File: src/rtl/dmem_responder_if.sv
// dmem_responder_if: datapath <-> data-memory request/response bundle; ByteM exists only with DMEM_BYTE_ACCESS_EN
interface dmem_responder_if;
  logic        MemReqM;
  logic        MemWriteM;
  logic [31:0] AddrM;
  logic [31:0] WriteDataM;
  logic [31:0] ReadDataM;
  logic        MemReadyM;
  logic        ErrM;
  logic        StallMem;
`ifdef DMEM_BYTE_ACCESS_EN
  logic        ByteM;
  modport master (output MemReqM, MemWriteM, AddrM, WriteDataM, ByteM,
                  input ReadDataM, MemReadyM, ErrM, StallMem);
  modport slave (input MemReqM, MemWriteM, AddrM, WriteDataM, ByteM,
                 output ReadDataM, MemReadyM, ErrM, StallMem);
`else
  modport master (output MemReqM, MemWriteM, AddrM, WriteDataM,
                  input ReadDataM, MemReadyM, ErrM, StallMem);
  modport slave (input MemReqM, MemWriteM, AddrM, WriteDataM,
                 output ReadDataM, MemReadyM, ErrM, StallMem);
`endif
endinterface

File: src/rtl/dmem_responder.sv
// dmem_responder: fixed-latency data memory responder (IDLE/WAIT/DONE); DMEM_BYTE_ACCESS_EN adds byte loads/stores
module dmem_responder #(
  parameter int DEPTH   = 64,
  parameter int LATENCY = 2
) (
  input logic             clk,
  input logic             reset,
  dmem_responder_if.slave bus
);
  localparam int AW = DEPTH > 1 ? $clog2(DEPTH) : 1;
  typedef enum logic [1:0] {IDLE, WAIT, DONE} state_t;
  state_t      r_state, w_next;
  logic [2:0]  r_cnt;
  logic        r_write, r_byte;
  logic [31:0] r_addr, r_wdata, r_rdata;
  logic [31:0] r_mem [DEPTH];
  logic        w_idle, w_in_byte, w_cur_byte, w_cur_write, w_err, w_cur_err;
  logic [31:0] w_cur_addr, w_word, w_old, w_load, w_store;
  logic [4:0]  w_sh, w_ssh;
  function automatic logic fault(input logic [31:0] a, input logic b);
    return {2'b0, a[31:2]} >= 32'(DEPTH) || (!b && a[1:0] != 2'b0);
  endfunction
`ifdef DMEM_BYTE_ACCESS_EN
  assign w_in_byte = bus.ByteM;
`else
  assign w_in_byte = 1'b0;
`endif
  // the access entering DONE comes straight from the bus when LATENCY=0
  assign w_idle      = r_state == IDLE;
  assign w_cur_addr  = w_idle ? bus.AddrM : r_addr;
  assign w_cur_byte  = w_idle ? w_in_byte : r_byte;
  assign w_cur_write = w_idle ? bus.MemWriteM : r_write;
  assign w_cur_err   = fault(w_cur_addr, w_cur_byte);
  assign w_err       = fault(r_addr, r_byte);
  assign w_word      = r_mem[w_cur_addr[AW+1:2]];
  assign w_sh        = {w_cur_addr[1:0], 3'b0};
  assign w_load      = w_cur_byte ? (w_word >> w_sh) & 32'hFF : w_word;
  assign w_old       = r_mem[r_addr[AW+1:2]];
  assign w_ssh       = {r_addr[1:0], 3'b0};
  assign w_store     = r_byte ? (w_old & ~(32'hFF << w_ssh)) | ({24'b0, r_wdata[7:0]} << w_ssh) : r_wdata;
  always_comb begin
    w_next = IDLE;
    case (r_state)
      IDLE:    w_next = bus.MemReqM ? (LATENCY == 0 ? DONE : WAIT) : IDLE;
      WAIT:    w_next = !bus.MemReqM ? IDLE : (r_cnt == 3'd1 ? DONE : WAIT);
      default: w_next = IDLE;
    endcase
  end
  always_ff @(posedge clk) begin
    if (reset) begin
      r_state <= IDLE;
      r_cnt   <= 3'd0;
      r_rdata <= '0;
    end else begin
      r_state <= w_next;
      if (w_idle && bus.MemReqM) begin
        r_write <= bus.MemWriteM;
        r_addr  <= bus.AddrM;
        r_wdata <= bus.WriteDataM;
        r_byte  <= w_in_byte;
        r_cnt   <= 3'(LATENCY);
      end else if (r_state == WAIT) begin
        r_cnt <= r_cnt - 3'd1;
      end
      if (w_next == DONE) r_rdata <= w_cur_err ? '0 : (w_cur_write ? r_rdata : w_load);
    end
  end
  always_ff @(posedge clk)
    if (!reset && r_state == DONE && r_write && !w_err) r_mem[r_addr[AW+1:2]] <= w_store;
  assign bus.MemReadyM = r_state == DONE;
  assign bus.ErrM      = r_state == DONE && w_err;
  assign bus.ReadDataM = r_rdata;
  assign bus.StallMem  = bus.MemReqM && r_state != DONE;
endmodule

File: src/flat_wrapper.sv
// flat-port wrapper written by rule: the top's interface ports become plain ports
module dmem_responder_flat 
#(
  parameter int DEPTH   = 64,
  parameter int LATENCY = 2
)
  (clk, reset, bus_MemReqM, bus_MemWriteM, bus_AddrM, bus_WriteDataM, bus_ReadDataM, bus_MemReadyM, bus_ErrM, bus_StallMem);
  dmem_responder_if bus_i ();
  input logic clk;
  input logic reset;
  input wire logic [$bits(bus_i.MemReqM)-1:0] bus_MemReqM;
  input wire logic [$bits(bus_i.MemWriteM)-1:0] bus_MemWriteM;
  input wire logic [$bits(bus_i.AddrM)-1:0] bus_AddrM;
  input wire logic [$bits(bus_i.WriteDataM)-1:0] bus_WriteDataM;
  output wire logic [$bits(bus_i.ReadDataM)-1:0] bus_ReadDataM;
  output wire logic [$bits(bus_i.MemReadyM)-1:0] bus_MemReadyM;
  output wire logic [$bits(bus_i.ErrM)-1:0] bus_ErrM;
  output wire logic [$bits(bus_i.StallMem)-1:0] bus_StallMem;
  assign bus_i.MemReqM = bus_MemReqM;
  assign bus_i.MemWriteM = bus_MemWriteM;
  assign bus_i.AddrM = bus_AddrM;
  assign bus_i.WriteDataM = bus_WriteDataM;
  assign bus_ReadDataM = bus_i.ReadDataM;
  assign bus_MemReadyM = bus_i.MemReadyM;
  assign bus_ErrM = bus_i.ErrM;
  assign bus_StallMem = bus_i.StallMem;
  dmem_responder #(.DEPTH(DEPTH), .LATENCY(LATENCY)) u_core (.clk(clk), .reset(reset), .bus(bus_i));
endmodule
File: config.mk
export PLATFORM = sky130hd
export DESIGN_NAME = dmem_responder_flat
export DESIGN_NICKNAME = d
export VERILOG_FILES = /design/src/rtl/dmem_responder_if.sv /design/src/rtl/dmem_responder.sv /design/src/flat_wrapper.sv
export SDC_FILE = /design/constraint.sdc
export NUM_CORES = 2
export LEC_CHECK = 0
export CAP_MARGIN = 10
export CELL_PAD_IN_SITES_DETAIL_PLACEMENT = 0
export CELL_PAD_IN_SITES_GLOBAL_PLACEMENT = 1
export CORE_ASPECT_RATIO = 0.6
export CORE_MARGIN = 4
export CORE_UTILIZATION = 51
export CTS_BUF_LIST = sky130_fd_sc_hd__clkbuf_4
export CTS_CLUSTER_DIAMETER = 120
export DETAILED_ROUTE_END_ITERATION = 8
export PLACE_DENSITY = 0.84
export SYNTH_ARGS = -nofsm -noshare
export SYNTH_HDL_FRONTEND = slang
export SYNTH_SLANG_ARGS = --single-unit
File: constraint.sdc
create_clock -name clk -period 8.06 [get_ports clk]
set_input_delay 2.418 -clock clk [delete_from_list [all_inputs] [get_ports clk]]
set_output_delay 2.418 -clock clk [all_outputs]
set_load 0.02 [all_outputs]
After elaboration in Yosys (flattened, before gate mapping)
Memory sizes are Yosys's and may differ from the RTL's.
Index checks and enable logic that the tools add are counted.
{"block": "word_totals", "out_inout_bits": 35, "mem_bits_ro": 0, "latchBits": 0, "regBits": 102, "memories": 1, "mem_bits_rw": 2048}
{"memory": "u_core.r_mem", "words": 64, "word_bits": 32, "rd": 1, "rd_clocked_by_memory_dff": 0, "write_ports": 1, "line": "dmem_responder.sv:16", "text": "logic [31:0] r_mem [DEPTH];"}
{"block": "classes", "mul": 0, "n_addsub": 1, "bitwise": 1, "n_eq_ne": 6, "magnitude_cmp": 2, "shift": 0, "div_mod_pow": 0, "muxes": 12, "n_reduce_logical": 17}
{"op": "32-bit two-way mux", "count": 3}
{"op": "30-bit by 7-bit >= comparator with 1-bit output, second input constant", "count": 2}
{"op": "2-bit two-way mux", "count": 4}
{"op": "1-bit logical AND", "count": 6}
{"op": "2-bit nonzero test", "count": 3}
{"op": "2-bit equality test, second input constant", "count": 2}
{"op": "1-bit two-way mux", "count": 4}
{"op": "2-bit != test, second input constant", "count": 2}
{"op": "2-bit case mux with 2 select lines", "count": 1}
{"op": "2-bit AND reduction", "count": 2}
{"op": "3-bit by 1-bit equality test with 1-bit output, second input constant", "count": 1}
{"op": "3-bit by 1-bit subtractor with 3-bit output, second input constant", "count": 1}
{"op": "2-bit by 1-bit equality test with 1-bit output, second input constant", "count": 1}
{"op": "1-bit zero test", "count": 2}
{"op": "2-bit zero test", "count": 1}
{"op": "1-bit logical OR", "count": 2}
{"op": "2-bit OR reduction", "count": 1}
{"op": "1-bit inverter", "count": 1}

Logic depth before layout (Yosys ltp)
{"block": "logic_depth", "ltp_word": 6, "ltp_mapped": 13, "ltp_nobuf": 9}

Least setup slack after synthesis
Ideal clock, no wire load.
{"block": "synth_timing", "kind": "input to register", "startpoint": "input port reset", "endpoint": "register u_core.r_addr[0], enable pin", "setup_time_ps": 583, "arrival_ps": 7192, "setup_slack_ps": 285, "required_time_ps": 7477, "path_stages": 1, "cell_sequence": "nor3b_1"}
{"block": "synth_between", "elab_chain_len": 2}
{"item": "start: declaration", "line": "flat_wrapper.sv:10", "text": "input logic reset;"}
{"item": "1-bit inverter (no line)"}
{"item": "2-bit AND reduction (no line)"}
{"item": "end signal: assignment", "line": "dmem_responder.sv:58", "text": "r_addr <= bus.AddrM;"}
{"item": "end: declaration", "line": "dmem_responder.sv:15", "text": "logic [31:0] r_addr, r_wdata, r_rdata;"}
No other way between the ends.
A chain may end at the register's enable or synchronous reset.

Final worst setup path
{"block": "layout_timing", "startpoint": "input port bus_MemReqM", "endpoint": "output port bus_StallMem"}
{"block": "layout_between", "elab_chain_len": 1}
{"item": "start: declaration", "line": "flat_wrapper.sv:11", "text": "input wire logic [$bits(bus_i.MemReqM)-1:0] bus_MemReqM;"}
{"item": "1-bit logical AND", "line": "dmem_responder.sv:73", "text": "assign bus.StallMem = bus.MemReqM && r_state != DONE;"}
{"item": "end: declaration", "line": "flat_wrapper.sv:18", "text": "output wire logic [$bits(bus_i.StallMem)-1:0] bus_StallMem;"}
No other way between the ends.

==> summary.md <==
| Metric | Value |
|---|---|
| Status | `finished, final reports clean` |
| Unique cell type count in the Yosys netlist | `72` |
| Post-synth EDFFs | `2113` |
| Post-Syn Area per Cell | `16.1 um2` |
| Post-synthesis net count | `5251` |
| FF+latch count, synth | `2150` |
| Chip Width | `531 um` |
| Via count | `52000` |
| Hold/Removal Path Class | `register to register` |
| Tightest Pin Transition | `1.21 ns` |
| Slew headroom | `0.194` |
| Gpl congestion | `0.848` |
| Wirelength, routed | `238000 um` |
| Top Metal Used | `met4` |
| First-pass GRT wire length | `343000 um` |
| CTS H-tree lvls | `5` |
| Post-Synthesis Cells | `5181` |
| Post-synthesis sequential area ratio | `0.767` |
| Critical Path Sink | `bus_StallMem` |
| Chip Height | `322 um` |
| Clk_skew | `0.0971 ns` |
| Synth area leaders | `edfxtp_1, nand2_1, mux4_2` |
| Power Density | `236 nW/um2` |
| Starting Density | `0.516` |
| Root Buffer | `clkbuf_4` |
| Num Clock Sinks | `2150` |
| Pre-antenna DRT Iters | `9` |
| Xor-xnor portion of the synthesized cell area | `0` |
| Routed length on met2 | `102000 um` |
| Simple-Gate Fraction of Synth Area | `0.0698` |
| Nets@finish | `5650` |
| Final ANT Viol Nets | `0` |
| Register-to-Register Path Depth | `9` |
| Worst reg2reg startpoint | `u_core.r_state[1]` |
| Num CTS Buffers | `469` |
| Met1 WL | `97300 um` |
| Routed len/inst | `29.4 um` |
| R2r setup slk | `3.06 ns` |
| Critical Path RT | `5.64 ns` |
| Placed Area | `88000 um2` |
| Top_reg_cell synth | `edfxtp_1` |
| Unrepaired setup endpoints after global routing | `no` |
| Vias per cell | `6.42` |
| P&R area growth vs syn | `12.5%` |
| Setup crit start | `bus_MemReqM` |
| RR Endpoint | `u_core.bus.ReadDataM[10]` |
| Drt drc | `0` |
| Ys Warns | `0` |
| Crit path DAT | `3.71 ns` |
| Commonest non-fill, non-tap cells in the layout | `edfxtp_1, clkbuf_4, nand2_1` |
| Most common cell after layout, fill and taps aside | `edfxtp_1` |
| Initial antenna violation count | `16` |
| Hold Vio Cnt, Final | `0` |
| Crit end category | `output pin` |
| WS Path Type | `primary input to output pin` |
| Asr flop ratio synth | `0` |
| Met3 wire length | `32200 um` |
| Pre-CTS setup slack | `1.39 ns` |
| Port buffer count | `102` |
| Largest family of logic cells by synthesized area | `compound AO/OA/AOI/OAI gates` |
| CTS tree | `done` |
| Adder-Cell Fraction of Synth Area | `0.000299` |
| Core ar. | `162000 um2` |
| I/O pin count | `103` |
| CTS Hold Bufs | `0` |
| Hold WS | `0.519 ns` |
| Worst-Skew Late Latency | `1.30 ns` |
| Final Critical Period | `6.12 ns` |
| Tcrit/Tclk final | `0.760` |
| Synth area leader | `edfxtp_1` |
| Mux contribution to synthesized area | `0.0525` |
| Worst Setup Start Kind | `primary input` |
| Postcts setup bufs | `0` |
| Tot Pwr | `22.2 mW` |
| Crit path max fanout | `6` |
| Vias in the first global route | `50000` |
| FP Rows | `114` |
| Die ar. | `171000 um2` |
| Initial DRC count | `8163` |
| Max-cap viol count | `0` |
| Pin count of the biggest net entering global routing | `163` |
| Leakage power | `31.0 nW` |
| Placed cells | `7255` |
| Syn Std Cell Area | `83600 um2` |
| Max Slew Vio Count | `0` |
| Post-DP HPWL | `136000 um` |
| Non-Filler Instances | `8098` |
| VDD IR max | `0.163 mV` |
| Final core utilization | `0.581` |
| Clock Tree Buf Depth | `4` |
| Clock transition at the registers of the reported paths | `0.07 ns` |
| Compound-cell area share of the yosys netlist | `0.0885` |
| Setup ws final | `1.94 ns` |
| Max Clk Rate | `0.163 GHz` |
| Total congestion overflow | `0` |
| CTS resizes | `0` |
| Finish-stage setup viols | `0` |
| Final instance area | `94100 um2` |
| Setup tns final | `0 ns` |
| GRT Total Usage | `0.273` |
| Share of layout cells above drive strength 1 | `0.211` |
| Post-synth top area share | `0.759` |
## cell type report
| cell class | count | area, um2 |
|---|---|---|
| sequential | 2150 | 64200 |
| fill | 12100 | 67900 |
| antenna | 9 | 22.5 |
| timing repair buffer | 281 | 2640 |
| clock buffer | 736 | 5530 |
| inverter | 51 | 191 |
| multi-input combinational | 2627 | 18300 |
| tap | 2146 | 2690 |
| clock inverter | 98 | 548 |
## synth_stat cells, types with 9 or more instances
library cell  number
a221oi_1          24
o211ai_1          12
nor3b_1           12
buf_2            115
o21ai_0          146
o21ai_1           19
clkbuf_1         198
a22oi_1           27
a31oi_1           60
a311oi_1           9
mux4_2            89
o32ai_1           47
a31o_2            31
nand2_1          733
nor4_1            14
inv_1             51
nand3_1          118
a221o_1           15
o22ai_1           60
buf_1              9
nor2_1           108
and3_1           174
a211oi_1         114
buf_4             26
a32oi_1          194
or2_2             24
mux2_2            64
a21oi_1          159
or4b_1            23
a211o_1           36
edfxtp_1        2113
a22o_1            25
mux2i_1          165
dfxtp_1           37
nand4_1           35
## worst max-delay path, stage by stage
cell,delay [ns]
clkdlybuf4s50_1,0.55
and2_1,0.15
clkdlybuf4s50_1,0.60
## worst min-delay path by stage
stage                                   from                       end  slack (ns)  cells past startpoint
floorplan                    u_core.r_cnt[1]           u_core.r_cnt[1]        0.47                      2
global placement    u_core.bus.ReadDataM[21]  u_core.bus.ReadDataM[21]        0.48                      2
detailed placement  u_core.bus.ReadDataM[21]  u_core.bus.ReadDataM[21]        0.50                      2
CTS                 u_core.bus.ReadDataM[21]  u_core.bus.ReadDataM[21]        0.51                      2
global route        u_core.bus.ReadDataM[21]  u_core.bus.ReadDataM[21]        0.53                      2
finish              u_core.bus.ReadDataM[21]  u_core.bus.ReadDataM[21]        0.52                      2
## flip-flops by register name (all words and copies together) (netlist names)
| register | cells |
|---|---|
| u_core.r_wdata | 32 |
| u_core.bus.ReadDataM | 32 |
| u_core.r_write | 1 |
| u_core.r_state | 2 |
| u_core.r_cnt | 3 |
| u_core.r_mem | 2048 |
| u_core.r_addr | 32 |
## layer usage
layer / global-route usage / vias up
li1: - / 21700
met1: 0.416 / 25800
met2: 0.384 / 3988
met3: 0.0779 / 436
met4: 0.0822 / 0
met5: 0 / -
## logic make-up (layout without fill, tap and decap cells)
family	Yosys count	in the layout
AO/OA/AOI/OAI	1035	1035
adder cells (fa/ha/maj)	2	2
buffers and inverters	404	1166
flip-flops	2150	2150
multiplexers	319	319
other	0	9
AND/OR/NAND/NOR	1271	1271
## power breakdown
group | switching (mW) | internal (mW) | total, mW
combinational | 1.05 | 0.503 | 1.55
sequential | 0.0129 | 12.2 | 12.2
clock | 4.21 | 4.24 | 8.44
(Power assumes the default switching activity.)
